`config.mk`:
```
export PLATFORM = sky130hd
export DESIGN_NAME = instr_decode_stage
export DESIGN_NICKNAME = d
export VERILOG_FILES = /design/src/rtl/rv32i_types.sv /design/src/rtl/rv32i_decode_comb.sv /design/src/rtl/instr_decode_stage.sv
export SDC_FILE = /design/constraint.sdc
export NUM_CORES = 1
export LEC_CHECK = 0
export BUFFER_PORTS_ARGS = -buffer_cell sky130_fd_sc_hd__buf_2
export CORE_MARGIN = 1
export CORE_UTILIZATION = 45
export DETAILED_ROUTE_END_ITERATION = 8
export GPL_ROUTABILITY_DRIVEN = 0
export MAX_ROUTING_LAYER = met4
export PLACE_DENSITY = 0.75
export SETUP_SLACK_MARGIN = 0.2
export SLEW_MARGIN = 20
export SYNTH_ARGS = -nofsm -noshare
export SYNTH_HDL_FRONTEND = slang
export SYNTH_HIERARCHICAL = 1
export SYNTH_SLANG_ARGS = --single-unit
```
`constraint.sdc`:
```
create_clock -name clk -period 1.6 [get_ports clk]
set_input_delay 0.24 -clock clk [delete_from_list [all_inputs] [get_ports clk]]
set_output_delay 0.24 -clock clk [all_outputs]
set_load 0.01 [all_outputs]
```
`src/rtl/rv32i_types.sv`:
```
// Shared RV32I encodings, raw instruction views and the decoded micro-op
// carried from the decode stage to rename/dispatch.
package rv32i_types;

  typedef enum logic [6:0] {
    op_lui   = 7'b0110111,
    op_auipc = 7'b0010111,
    op_jal   = 7'b1101111,
    op_jalr  = 7'b1100111,
    op_br    = 7'b1100011,
    op_load  = 7'b0000011,
    op_store = 7'b0100011,
    op_imm   = 7'b0010011,
    op_reg   = 7'b0110011
  } rv32i_opcode;

  // Encoded as {funct7[5], funct3} so register/immediate ops map straight through.
  typedef enum logic [3:0] {
    alu_op_add  = 4'b0000,
    alu_op_sll  = 4'b0001,
    alu_op_slt  = 4'b0010,
    alu_op_sltu = 4'b0011,
    alu_op_xor  = 4'b0100,
    alu_op_srl  = 4'b0101,
    alu_op_or   = 4'b0110,
    alu_op_and  = 4'b0111,
    alu_op_sub  = 4'b1000,
    alu_op_sra  = 4'b1101
  } alu_op_type;

  typedef enum logic [2:0] {
    imm_fmt_i, imm_fmt_s, imm_fmt_b, imm_fmt_u, imm_fmt_j, imm_fmt_r
  } imm_fmt_t;

  localparam logic [2:0] funct3_add     = 3'b000;
  localparam logic [2:0] funct3_sll     = 3'b001;
  localparam logic [2:0] funct3_sr      = 3'b101;
  localparam logic [6:0] funct7_base    = 7'b0000000;
  localparam logic [6:0] funct7_variant = 7'b0100000;

  typedef struct packed {
    logic [6:0] funct7;
    logic [4:0] rs2;
    logic [4:0] rs1;
    logic [2:0] funct3;
    logic [4:0] rd;
    logic [6:0] opcode;
  } r_type_t;

  typedef struct packed {
    logic [11:0] i_imm;
    logic [4:0]  rs1;
    logic [2:0]  funct3;
    logic [4:0]  rd;
    logic [6:0]  opcode;
  } i_type_t;

  typedef struct packed {
    logic [6:0] imm_hi;
    logic [4:0] rs2;
    logic [4:0] rs1;
    logic [2:0] funct3;
    logic [4:0] imm_lo;
    logic [6:0] opcode;
  } s_type_t;

  typedef struct packed {
    logic       imm_12;
    logic [5:0] imm_10_5;
    logic [4:0] rs2;
    logic [4:0] rs1;
    logic [2:0] funct3;
    logic [3:0] imm_4_1;
    logic       imm_11;
    logic [6:0] opcode;
  } b_type_t;

  typedef struct packed {
    logic [19:0] u_imm;
    logic [4:0]  rd;
    logic [6:0]  opcode;
  } u_type_t;

  typedef struct packed {
    logic       imm_20;
    logic [9:0] imm_10_1;
    logic       imm_11;
    logic [7:0] imm_19_12;
    logic [4:0] rd;
    logic [6:0] opcode;
  } j_type_t;

  typedef union packed {
    logic [31:0] word;
    r_type_t     r_type;
    i_type_t     i_type;
    s_type_t     s_type;
    b_type_t     b_type;
    u_type_t     u_type;
    j_type_t     j_type;
  } instr_t;

  typedef struct packed {
    logic [31:0] pc;
    rv32i_opcode opcode;
    logic [2:0]  funct3;
    logic [4:0]  rd;
    logic [4:0]  rs1;
    logic [4:0]  rs2;
    logic [31:0] imm;
    alu_op_type  alu_op;
    logic        uses_rs1;
    logic        uses_rs2;
    logic        writes_rd;
    logic        illegal;
  } decoded_uop_t;

  // The B-type offset is scattered across four fields; reassemble and sign-extend.
  function automatic logic [31:0] b_imm(input b_type_t b);
    return {{20{b.imm_12}}, b.imm_11, b.imm_10_5, b.imm_4_1, 1'b0};
  endfunction

endpackage

```
`src/rtl/rv32i_decode_comb.sv`:
```
// Purely combinational RV32I decoder: raw instruction word plus PC in,
// fully decoded micro-op out.
module rv32i_decode_comb
  import rv32i_types::*;
(
  input  instr_t       instr,
  input  logic [31:0]  pc,
  output decoded_uop_t uop
);

  imm_fmt_t    fmt;
  alu_op_type  alu_op;
  logic        uses_rs1, uses_rs2, writes_rd, illegal;
  logic [31:0] imm;
  logic [2:0]  funct3;
  logic [6:0]  funct7;
  logic        rs1_en, rs2_en, rd_en;

  assign funct3 = instr.r_type.funct3;
  assign funct7 = instr.r_type.funct7;

  always_comb begin
    fmt       = imm_fmt_r;
    alu_op    = alu_op_add;
    uses_rs1  = 1'b0;
    uses_rs2  = 1'b0;
    writes_rd = 1'b0;
    illegal   = 1'b0;
    case (instr.r_type.opcode)
      op_lui, op_auipc: begin
        fmt       = imm_fmt_u;
        writes_rd = 1'b1;
      end
      op_jal: begin
        fmt       = imm_fmt_j;
        writes_rd = 1'b1;
      end
      op_jalr: begin
        fmt       = imm_fmt_i;
        uses_rs1  = 1'b1;
        writes_rd = 1'b1;
        illegal   = (funct3 != 3'b000);
      end
      op_br: begin
        fmt      = imm_fmt_b;
        uses_rs1 = 1'b1;
        uses_rs2 = 1'b1;
        illegal  = (funct3[2:1] == 2'b01);
      end
      op_load: begin
        fmt       = imm_fmt_i;
        uses_rs1  = 1'b1;
        writes_rd = 1'b1;
        illegal   = (funct3 == 3'b011) || (funct3[2:1] == 2'b11);
      end
      op_store: begin
        fmt      = imm_fmt_s;
        uses_rs1 = 1'b1;
        uses_rs2 = 1'b1;
        illegal  = (funct3 > 3'b010);
      end
      op_imm: begin
        fmt       = imm_fmt_i;
        uses_rs1  = 1'b1;
        writes_rd = 1'b1;
        // Only the right shift uses funct7[5] to pick arithmetic vs logical.
        alu_op    = alu_op_type'({(funct3 == funct3_sr) & funct7[5], funct3});
        if (funct3 == funct3_sll)
          illegal = (funct7 != funct7_base);
        else if (funct3 == funct3_sr)
          illegal = (funct7 != funct7_base) && (funct7 != funct7_variant);
      end
      op_reg: begin
        fmt       = imm_fmt_r;
        uses_rs1  = 1'b1;
        uses_rs2  = 1'b1;
        writes_rd = 1'b1;
        alu_op    = alu_op_type'({funct7[5], funct3});
        illegal   = !((funct7 == funct7_base) ||
                      ((funct7 == funct7_variant) &&
                       ((funct3 == funct3_add) || (funct3 == funct3_sr))));
      end
      default: illegal = 1'b1;
    endcase
    if (instr.r_type.opcode[1:0] != 2'b11)
      illegal = 1'b1;
  end

  always_comb begin
    imm = '0;
    case (fmt)
      imm_fmt_i: imm = {{20{instr.i_type.i_imm[11]}}, instr.i_type.i_imm};
      imm_fmt_s: imm = {{20{instr.s_type.imm_hi[6]}}, instr.s_type.imm_hi, instr.s_type.imm_lo};
      imm_fmt_b: imm = b_imm(instr.b_type);
      imm_fmt_u: imm = {instr.u_type.u_imm, 12'b0};
      imm_fmt_j: imm = {{12{instr.j_type.imm_20}}, instr.j_type.imm_19_12,
                        instr.j_type.imm_11, instr.j_type.imm_10_1, 1'b0};
      default:   imm = '0;
    endcase
  end

  // Illegal uops keep their raw fields but claim no registers.
  assign rs1_en = uses_rs1 & ~illegal;
  assign rs2_en = uses_rs2 & ~illegal;
  assign rd_en  = writes_rd & ~illegal & (instr.r_type.rd != 5'd0);

  always_comb begin
    uop           = '0;
    uop.pc        = pc;
    uop.opcode    = rv32i_opcode'(instr.r_type.opcode);
    uop.funct3    = funct3;
    uop.rd        = rd_en  ? instr.r_type.rd  : 5'd0;
    uop.rs1       = rs1_en ? instr.r_type.rs1 : 5'd0;
    uop.rs2       = rs2_en ? instr.r_type.rs2 : 5'd0;
    uop.imm       = imm;
    uop.alu_op    = alu_op;
    uop.uses_rs1  = rs1_en;
    uop.uses_rs2  = rs2_en;
    uop.writes_rd = rd_en;
    uop.illegal   = illegal;
  end

endmodule

```
`src/rtl/instr_decode_stage.sv`:
```
// Registered RV32I decode stage with a two-entry skid buffer (main M drives
// the outputs, skid S absorbs one extra uop) so in_ready is a plain flop.
module instr_decode_stage
  import rv32i_types::*;
#(
  parameter int PC_W = 32
) (
  input  logic            clk,
  input  logic            rst_n,
  input  logic            flush,
  input  logic            in_valid,
  output logic            in_ready,
  input  instr_t          in_instr,
  input  logic [PC_W-1:0] in_pc,
  output logic            out_valid,
  input  logic            out_ready,
  output decoded_uop_t    out_uop
);

  // Handshake: a transfer happens on a rising edge where valid && ready; a
  // producer holds valid and its payload until that edge, and valid never
  // depends combinationally on ready on either side of this stage.

  decoded_uop_t dec_uop, m_uop, s_uop;
  logic         m_valid, s_valid, in_ready_q;
  logic         m_valid_n, s_valid_n;
  logic         m_load_dec, m_load_s, s_load;
  logic         accept, drain;
  logic [31:0]  pc_ext;

  // The uop carries a 32-bit pc; narrower PCs are zero-extended.
  assign pc_ext = 32'(in_pc);

  rv32i_decode_comb u_decode (
    .instr (in_instr),
    .pc    (pc_ext),
    .uop   (dec_uop)
  );

  assign accept = in_valid & in_ready_q;
  assign drain  = m_valid & out_ready;

  always_comb begin
    m_valid_n  = m_valid;
    s_valid_n  = s_valid;
    m_load_dec = 1'b0;
    m_load_s   = 1'b0;
    s_load     = 1'b0;
    if (!m_valid || drain) begin
      // in_ready is low whenever S holds data, so S and a new accept never collide.
      if (s_valid) begin
        m_load_s  = 1'b1;
        m_valid_n = 1'b1;
        s_valid_n = 1'b0;
      end else if (accept) begin
        m_load_dec = 1'b1;
        m_valid_n  = 1'b1;
      end else begin
        m_valid_n = 1'b0;
      end
    end else if (accept) begin
      s_load    = 1'b1;
      s_valid_n = 1'b1;
    end
    if (flush) begin
      m_valid_n = 1'b0;
      s_valid_n = 1'b0;
    end
  end

  always_ff @(posedge clk or negedge rst_n) begin
    if (!rst_n) begin
      m_valid    <= 1'b0;
      s_valid    <= 1'b0;
      in_ready_q <= 1'b1;
      m_uop      <= '0;
      s_uop      <= '0;
    end else begin
      m_valid    <= m_valid_n;
      s_valid    <= s_valid_n;
      in_ready_q <= ~s_valid_n;
      if (m_load_s)
        m_uop <= s_uop;
      else if (m_load_dec)
        m_uop <= dec_uop;
      if (s_load)
        s_uop <= dec_uop;
    end
  end

  assign in_ready  = in_ready_q;
  assign out_valid = m_valid;
  assign out_uop   = m_uop;

endmodule

```
==> impl_metrics.env, run 1 <==
export IMPL_synth_async_sr_flop_share_pct=100.0
export IMPL_violations="negative setup slack"
export IMPL_die_w_um=148.9
export IMPL_htree_levels=4
export IMPL_num_rows=53
export IMPL_regToRegSetupSlack_ns=-0.05
export IMPL_rsz0062_at_grt="yes"
export IMPL_grt_pass1_wl_mm=37.80
export IMPL_dp_hpwl_mm=16.09
export IMPL_routed_via_count=6468
export IMPL_leakage_nw=6.881
export IMPL_post_drt_wl_per_cell_um=20.66
export IMPL_insertion_delay_ns=0.44
export IMPL_ys_warn_count=6
export IMPL_layout_common_cells="dfrtp_1, buf_2, mux2_4, mux2_2, buf_4"
export IMPL_io_pins=168
export IMPL_cp_startpoint="in_ready"
export IMPL_hold_violations=0
export IMPL_numCtsBuffers=17
export IMPL_first_pass_iters=4
export IMPL_syn_area_per_cell_sq_um=13.76
export IMPL_setup_viol=84
export IMPL_cts_tree="built"
export IMPL_slew_headroom_pct=66.30
export IMPL_cellPowerDensity_nw_per_um2=915.0
export IMPL_cts_path_max_buffers=2
export IMPL_ir_worst_vdd_mv=0.6691
export IMPL_crit_type="reg -> reg"
export IMPL_wl_mm=25.04
export IMPL_clock_sinks=197
export IMPL_overflow=0
export IMPL_start_kind="flop"
export IMPL_first_iter_violations=255
export IMPL_cp_endpoint="s_uop[50]"
export IMPL_tightest_slew_ns=0.5055
export IMPL_drive_above_1_share_pct=68.81
export IMPL_synth_main_ff_cell="dfrtp_1"
export IMPL_cp_max_fo=9
export IMPL_dieHeight_um=148.9
export IMPL_core_sq_um=21090
export IMPL_layout_commonest_cell="dfrtp_1"
export IMPL_grt_start_max_net_pins=61
export IMPL_place_ws_ns=-0.6789
export IMPL_timing_rr_start="in_ready"
export IMPL_synth_area_sq_um=9714
export IMPL_status="finished, violations left"
export IMPL_drv_cap=0
export IMPL_fmax_ghz=0.6047
export IMPL_port_buffers=167
export IMPL_drv_slew=0
export IMPL_syn_inst=706
export IMPL_track_usage_pct=23.20
export IMPL_r2r_cells=5
export IMPL_synth_seq_area_share_pct=50.76
export IMPL_finalCritPeriodShare_pct=103.4
export IMPL_antenna_found_initial=2
export IMPL_required_ns=1.92
export IMPL_arrival_ns=1.98
export IMPL_syn_nets=775
export IMPL_layout_nets=991
export IMPL_fin_ws_ns=-0.05367
export IMPL_min_path_type="in -> reg"
export IMPL_dieArea_sq_um=22180
export IMPL_clock_skew_final_ns=0.007403
export IMPL_vias_per_cell=5.337
export IMPL_holdWs_ns=0.04497
export IMPL_clk_pin_slew_ns=0.07
export IMPL_ys_ff_latch=197
export IMPL_synth_cell_type_count=48
export IMPL_grt_pass1_vias=6710
export IMPL_post_route_drc_count=0
export IMPL_syn2layout_area_growth_pct=36.39
export IMPL_reg2reg_to="s_uop[50]"
export IMPL_antenna_left=0
export IMPL_start_util_pct=46.07
export IMPL_crit_path_end_kind="flop"
export IMPL_synth_edf_count=0
export IMPL_fin_crit_ns=1.654
export IMPL_cts_root_buf="clkbuf_16"
==> power by group <==
group / internal [W] / total (W) / switching (W)
combinational: 0.00139 / 0.00232 / 0.000930
clock: 0.00217 / 0.00402 / 0.00186
sequential: 0.00550 / 0.00578 / 0.000279
total: 0.00906 / 0.0121 / 0.00307
==> state kept, by name, summed over array words and instances (netlist names) <==
signal / flops
out_uop: 97
s_valid: 1
out_valid: 1
in_ready: 1
s_uop: 97
==> per-stage QoR <==
stage | std cells | cell area [sq um] | util, % | TNS, ns | total power [W]
2_1_floorplan | 706 | 10120 | - | -12.96 | 0.007101
3_3_place_gp | 1136 | 11330 | 53.75 | -36.57 | 0.007762
3_5_place_dp | 1136 | 11330 | 53.75 | -37.91 | 0.007831
4_1_cts | 1196 | 12880 | 61.07 | -1.642 | 0.01206
5_1_grt | 1210 | 13240 | 62.80 | -6.505 | 0.01261
6_report | 1212 | 13250 | 62.83 | -2.160 | 0.01212
==> worst max-delay path: stages (launching register included) <==
cell	delay, ns
dfstp_2	0.56
buf_6	0.11
nand3_4	0.11
buf_8	0.19
bufbuf_16	0.28
mux2_2	0.27
==> logic make-up after synthesis <==
kind of cell	Yosys count	share of synthesized area, %
AOI/OAI and AO/OA	50	3.864
xor gates and xnor gates	2	0.1804
buffers and inverters	91	6.659
DFF	197	50.76
muxes	291	33.73
and+or+nand+nor	75	4.805
==> how the worst min path moves through the flow <==
stage                         from          to  slack [ns]  cells after the start
after floorplan              rst_n  out_uop[0]       -0.06                      0
final                     in_pc[1]   s_uop[66]        0.04                      2
after detailed placement     rst_n   s_uop[72]        0.20                      1
after CTS                 in_pc[1]   s_uop[66]        0.03                      2
after global routing      in_pc[1]   s_uop[66]        0.04                      2
after global placement       rst_n   s_uop[72]        0.20                      1
==> timing repair <==
| item | in CTS | in global routing |
|---|---|---|
| buffers inserted | 14 | 8 |
| pin swaps | 20 | 10 |
| hold buffers | 2 | 0 |
| cloned | 14 | 4 |
| setup endpoints to repair | 195 | 195 |
| resized for setup | 133 | 37 |
| hold endpoints to repair | 38 | 0 |
==> metal layers <==
layer / global-route usage, % / share of wire, % / vias to the layer above
met5: - / 0 / -
met4: 8.929 / 2.7 / 0
met3: 4.709 / 5.5 / 39
met2: 36.33 / 48 / 196
met1: 29.59 / 43 / 3315
li1: - / - / 2918
==> final cells by class <==
class	count	area, sq um
flip-flops and latches	197	4935
inverters	5	18.77
diodes	4	10.01
clock inverters	8	80.08
multi-input cells	418	4900
well taps	275	344.1
clock buffers	22	454.2
fillers	1540	7839
repair buffers	283	2507
==> Yosys cell counts (2+ instances only) <==
| library cell | instances | area share, % |
|---|---|---|
| buf_6 | 12 | 1.4 |
| a21o_1 | 20 | 1.5 |
| a21oi_1 | 8 | 0.41 |
| clkbuf_1 | 2 | 0.077 |
| o211ai_1 | 2 | 0.15 |
| nor2_1 | 12 | 0.46 |
| buf_2 | 22 | 1.1 |
| inv_1 | 5 | 0.19 |
| a22o_1 | 4 | 0.36 |
| mux2_1 | 30 | 3.5 |
| o21ai_0 | 5 | 0.26 |
| nor2b_4 | 2 | 0.28 |
| dfrtp_1 | 196 | 50 |
| nor4b_1 | 5 | 0.45 |
| nand2_1 | 10 | 0.39 |
| or3_1 | 2 | 0.13 |
| and2_1 | 13 | 0.84 |
| o22ai_1 | 3 | 0.19 |
| nor3_1 | 3 | 0.15 |
| mux2_2 | 261 | 30 |
| nand3_1 | 2 | 0.10 |
| and3_1 | 8 | 0.52 |
| and4_1 | 5 | 0.45 |
| buf_4 | 50 | 3.9 |
Power figures use the tool's default switching activity.
==> run 2: changes to the inputs <==
--- a/config.mk
+++ b/config.mk
@@ -11,9 +11,9 @@
 export DETAILED_ROUTE_END_ITERATION = 8
 export GPL_ROUTABILITY_DRIVEN = 0
 export MAX_ROUTING_LAYER = met4
-export PLACE_DENSITY = 0.75
+export PLACE_DENSITY = 0.79
 export SETUP_SLACK_MARGIN = 0.2
-export SLEW_MARGIN = 20
+export SLEW_MARGIN = 5
 export SYNTH_ARGS = -nofsm -noshare
 export SYNTH_HDL_FRONTEND = slang
 export SYNTH_HIERARCHICAL = 1
==> impl_metrics.env, run 2 (synthesis results as in run 1) <==
export IMPL_status="finished, violations left"
export IMPL_violations="negative setup slack"
export IMPL_fin_area_sq_um=13360
export IMPL_num_rows=53
export IMPL_cts_tree="built"
export IMPL_cp_max_fo=5
export IMPL_insertion_delay_ns=0.44
export IMPL_track_usage_pct=23.88
export IMPL_leakage_nw=6.923
export IMPL_layout_commonest_cell="dfrtp_1"
export IMPL_num_antenna_cells=0
export IMPL_dp_hpwl_mm=16.13
export IMPL_dpl_instance_area_sq_um=11350
export IMPL_cellPowerDensity_nw_per_um2=936.9
export IMPL_drv_cap=0
export IMPL_fin_crit_ns=1.736
export IMPL_antenna_left=0
export IMPL_cpMaxStageDelayCell="or3_4"
export IMPL_dieHeight_um=148.9
export IMPL_syn2layout_area_growth_pct=37.51
export IMPL_place_ws_ns=-0.5934
export IMPL_io_pins=168
export IMPL_num_fill_cells=1509
export IMPL_grt_pass1_wl_mm=38.76
export IMPL_first_pass_iters=6
export IMPL_crit_type="in -> reg"
export IMPL_ff_latch_area_sq_um=4935
export IMPL_crit_path_end_kind="flop"
export IMPL_arrival_ns=2.05
export IMPL_numCtsBuffers=17
export IMPL_worstPathBufferInverterCount=2
export IMPL_clock_skew_final_ns=0.01055
export IMPL_drv_slew=0
export IMPL_layout_common_cells="dfrtp_1, buf_2, mux2_2, mux2_4, buf_4"
export IMPL_cts_root_buf="clkbuf_16"
export IMPL_start_util_pct=46.07
export IMPL_die_w_um=148.9
export IMPL_post_drt_wl_per_cell_um=22.26
export IMPL_post_route_drc_count=0
export IMPL_drive_above_1_share_pct=69.78
export IMPL_critPathMostFrequentCell="mux2_2"
export IMPL_grt_pass1_vias=6915
export IMPL_fin_ws_ns=-0.1357
export IMPL_tightest_slew_ns=0.4059
export IMPL_slew_headroom_pct=72.94
export IMPL_core_sq_um=21090
export IMPL_crit_chain="buf_12, nor2_2, or3_4, a21oi_4, a41oi_4, buf_6, and4_1, mux2_2, mux2_2"
export IMPL_rsz0062_at_grt="yes"
export IMPL_first_iter_violations=395
export IMPL_min_path_type="in -> reg"
export IMPL_vias_per_cell=5.525
export IMPL_fmax_ghz=0.5761
export IMPL_cp_top_family="simple AND/OR/NAND/NOR gates"
export IMPL_multi_input_area_sq_um=4877
export IMPL_clk_pin_slew_ns=0.07
export IMPL_wl_mm=27.12
export IMPL_grt_start_max_net_pins=47
export IMPL_hold_violations=0
export IMPL_cts_path_max_buffers=2
export IMPL_dieArea_sq_um=22180
export IMPL_start_kind="input pin"
export IMPL_antenna_found_initial=0
export IMPL_port_buffers=167
export IMPL_required_ns=1.92
export IMPL_finalCritPeriodShare_pct=108.5
export IMPL_overflow=0
export IMPL_layout_nets=999
export IMPL_routed_via_count=6729
export IMPL_cpPeakStageDelay_ns=0.39
export IMPL_setup_viol=101
export IMPL_htree_levels=4
export IMPL_clock_sinks=197
export IMPL_ir_worst_vdd_mv=0.7787
-- run 2: worst paths after layout --
path | startpoint | to | slack [ns] | cells past startpoint
min in group asynchronous | rst_n | out_uop[70] | 0.29 | 2
setup / recovery | in_instr[12] | out_uop[51] | -0.14 | 9
hold reg to reg | s_uop[62] | s_uop[62] | 0.51 | 1
hold / removal | in_pc[26] | s_uop[91] | 0.04 | 2
max in group asynchronous | rst_n | s_uop[57] | 0.70 | 3
setup reg to reg | s_valid | out_uop[76] | -0.07 | 6
-- run 2: final cells by class --
cell class / instances / area share (%)
repair buffers: 289 / 19.43
clock buffers: 19 / 3.316
inverters: 5 / 0.1405
multi-input cells: 420 / 36.51
flip-flops and latches: 197 / 36.94
clock inverters: 13 / 1.087
well taps: 275 / 2.576
-- run 2: metal layers --
layer | global-route usage, % | vias to the layer above | wire length (um)
met4 | 9.592 | 0 | 1068
met2 | 37.19 | 281 | 12950
met1 | 29.83 | 3433 | 11340
met5 | - | - | 0
met3 | 5.872 | 68 | 1763
li1 | - | 2947 | -
-- run 2: stage by stage --
stage | util (%) | hold WS [ns] | total power [W] | setup TNS, ns | std cells
floorplan | - | -0.05559 | 0.007101 | -12.96 | 706
global placement | 53.84 | 0.1917 | 0.007770 | -36.23 | 1132
detailed placement | 53.84 | 0.1947 | 0.007843 | -37.52 | 1132
CTS | 60.43 | 0.03017 | 0.01237 | -1.376 | 1188
global route | 63.34 | 0.02880 | 0.01303 | -7.950 | 1218
finish | 63.34 | 0.04248 | 0.01252 | -4.828 | 1218
-- run 2: report_power, final --
| group | switching (W) | leakage [nW] | internal, W | total (W) |
|---|---|---|---|---|
| clock | 0.00200 | 0.286 | 0.00237 | 0.00437 |
| combinational | 0.000966 | 4.09 | 0.00140 | 0.00237 |
| sequential | 0.000281 | 2.55 | 0.00549 | 0.00577 |
-- run 2: repair_timing --
action,CTS,global route
hold buffers,2,0
gates resized for setup,103,55
endpoints found under the setup margin,195,195
pin swaps,9,9
cloned,12,12
hold endpoints to repair,34,0
buffers inserted,10,18
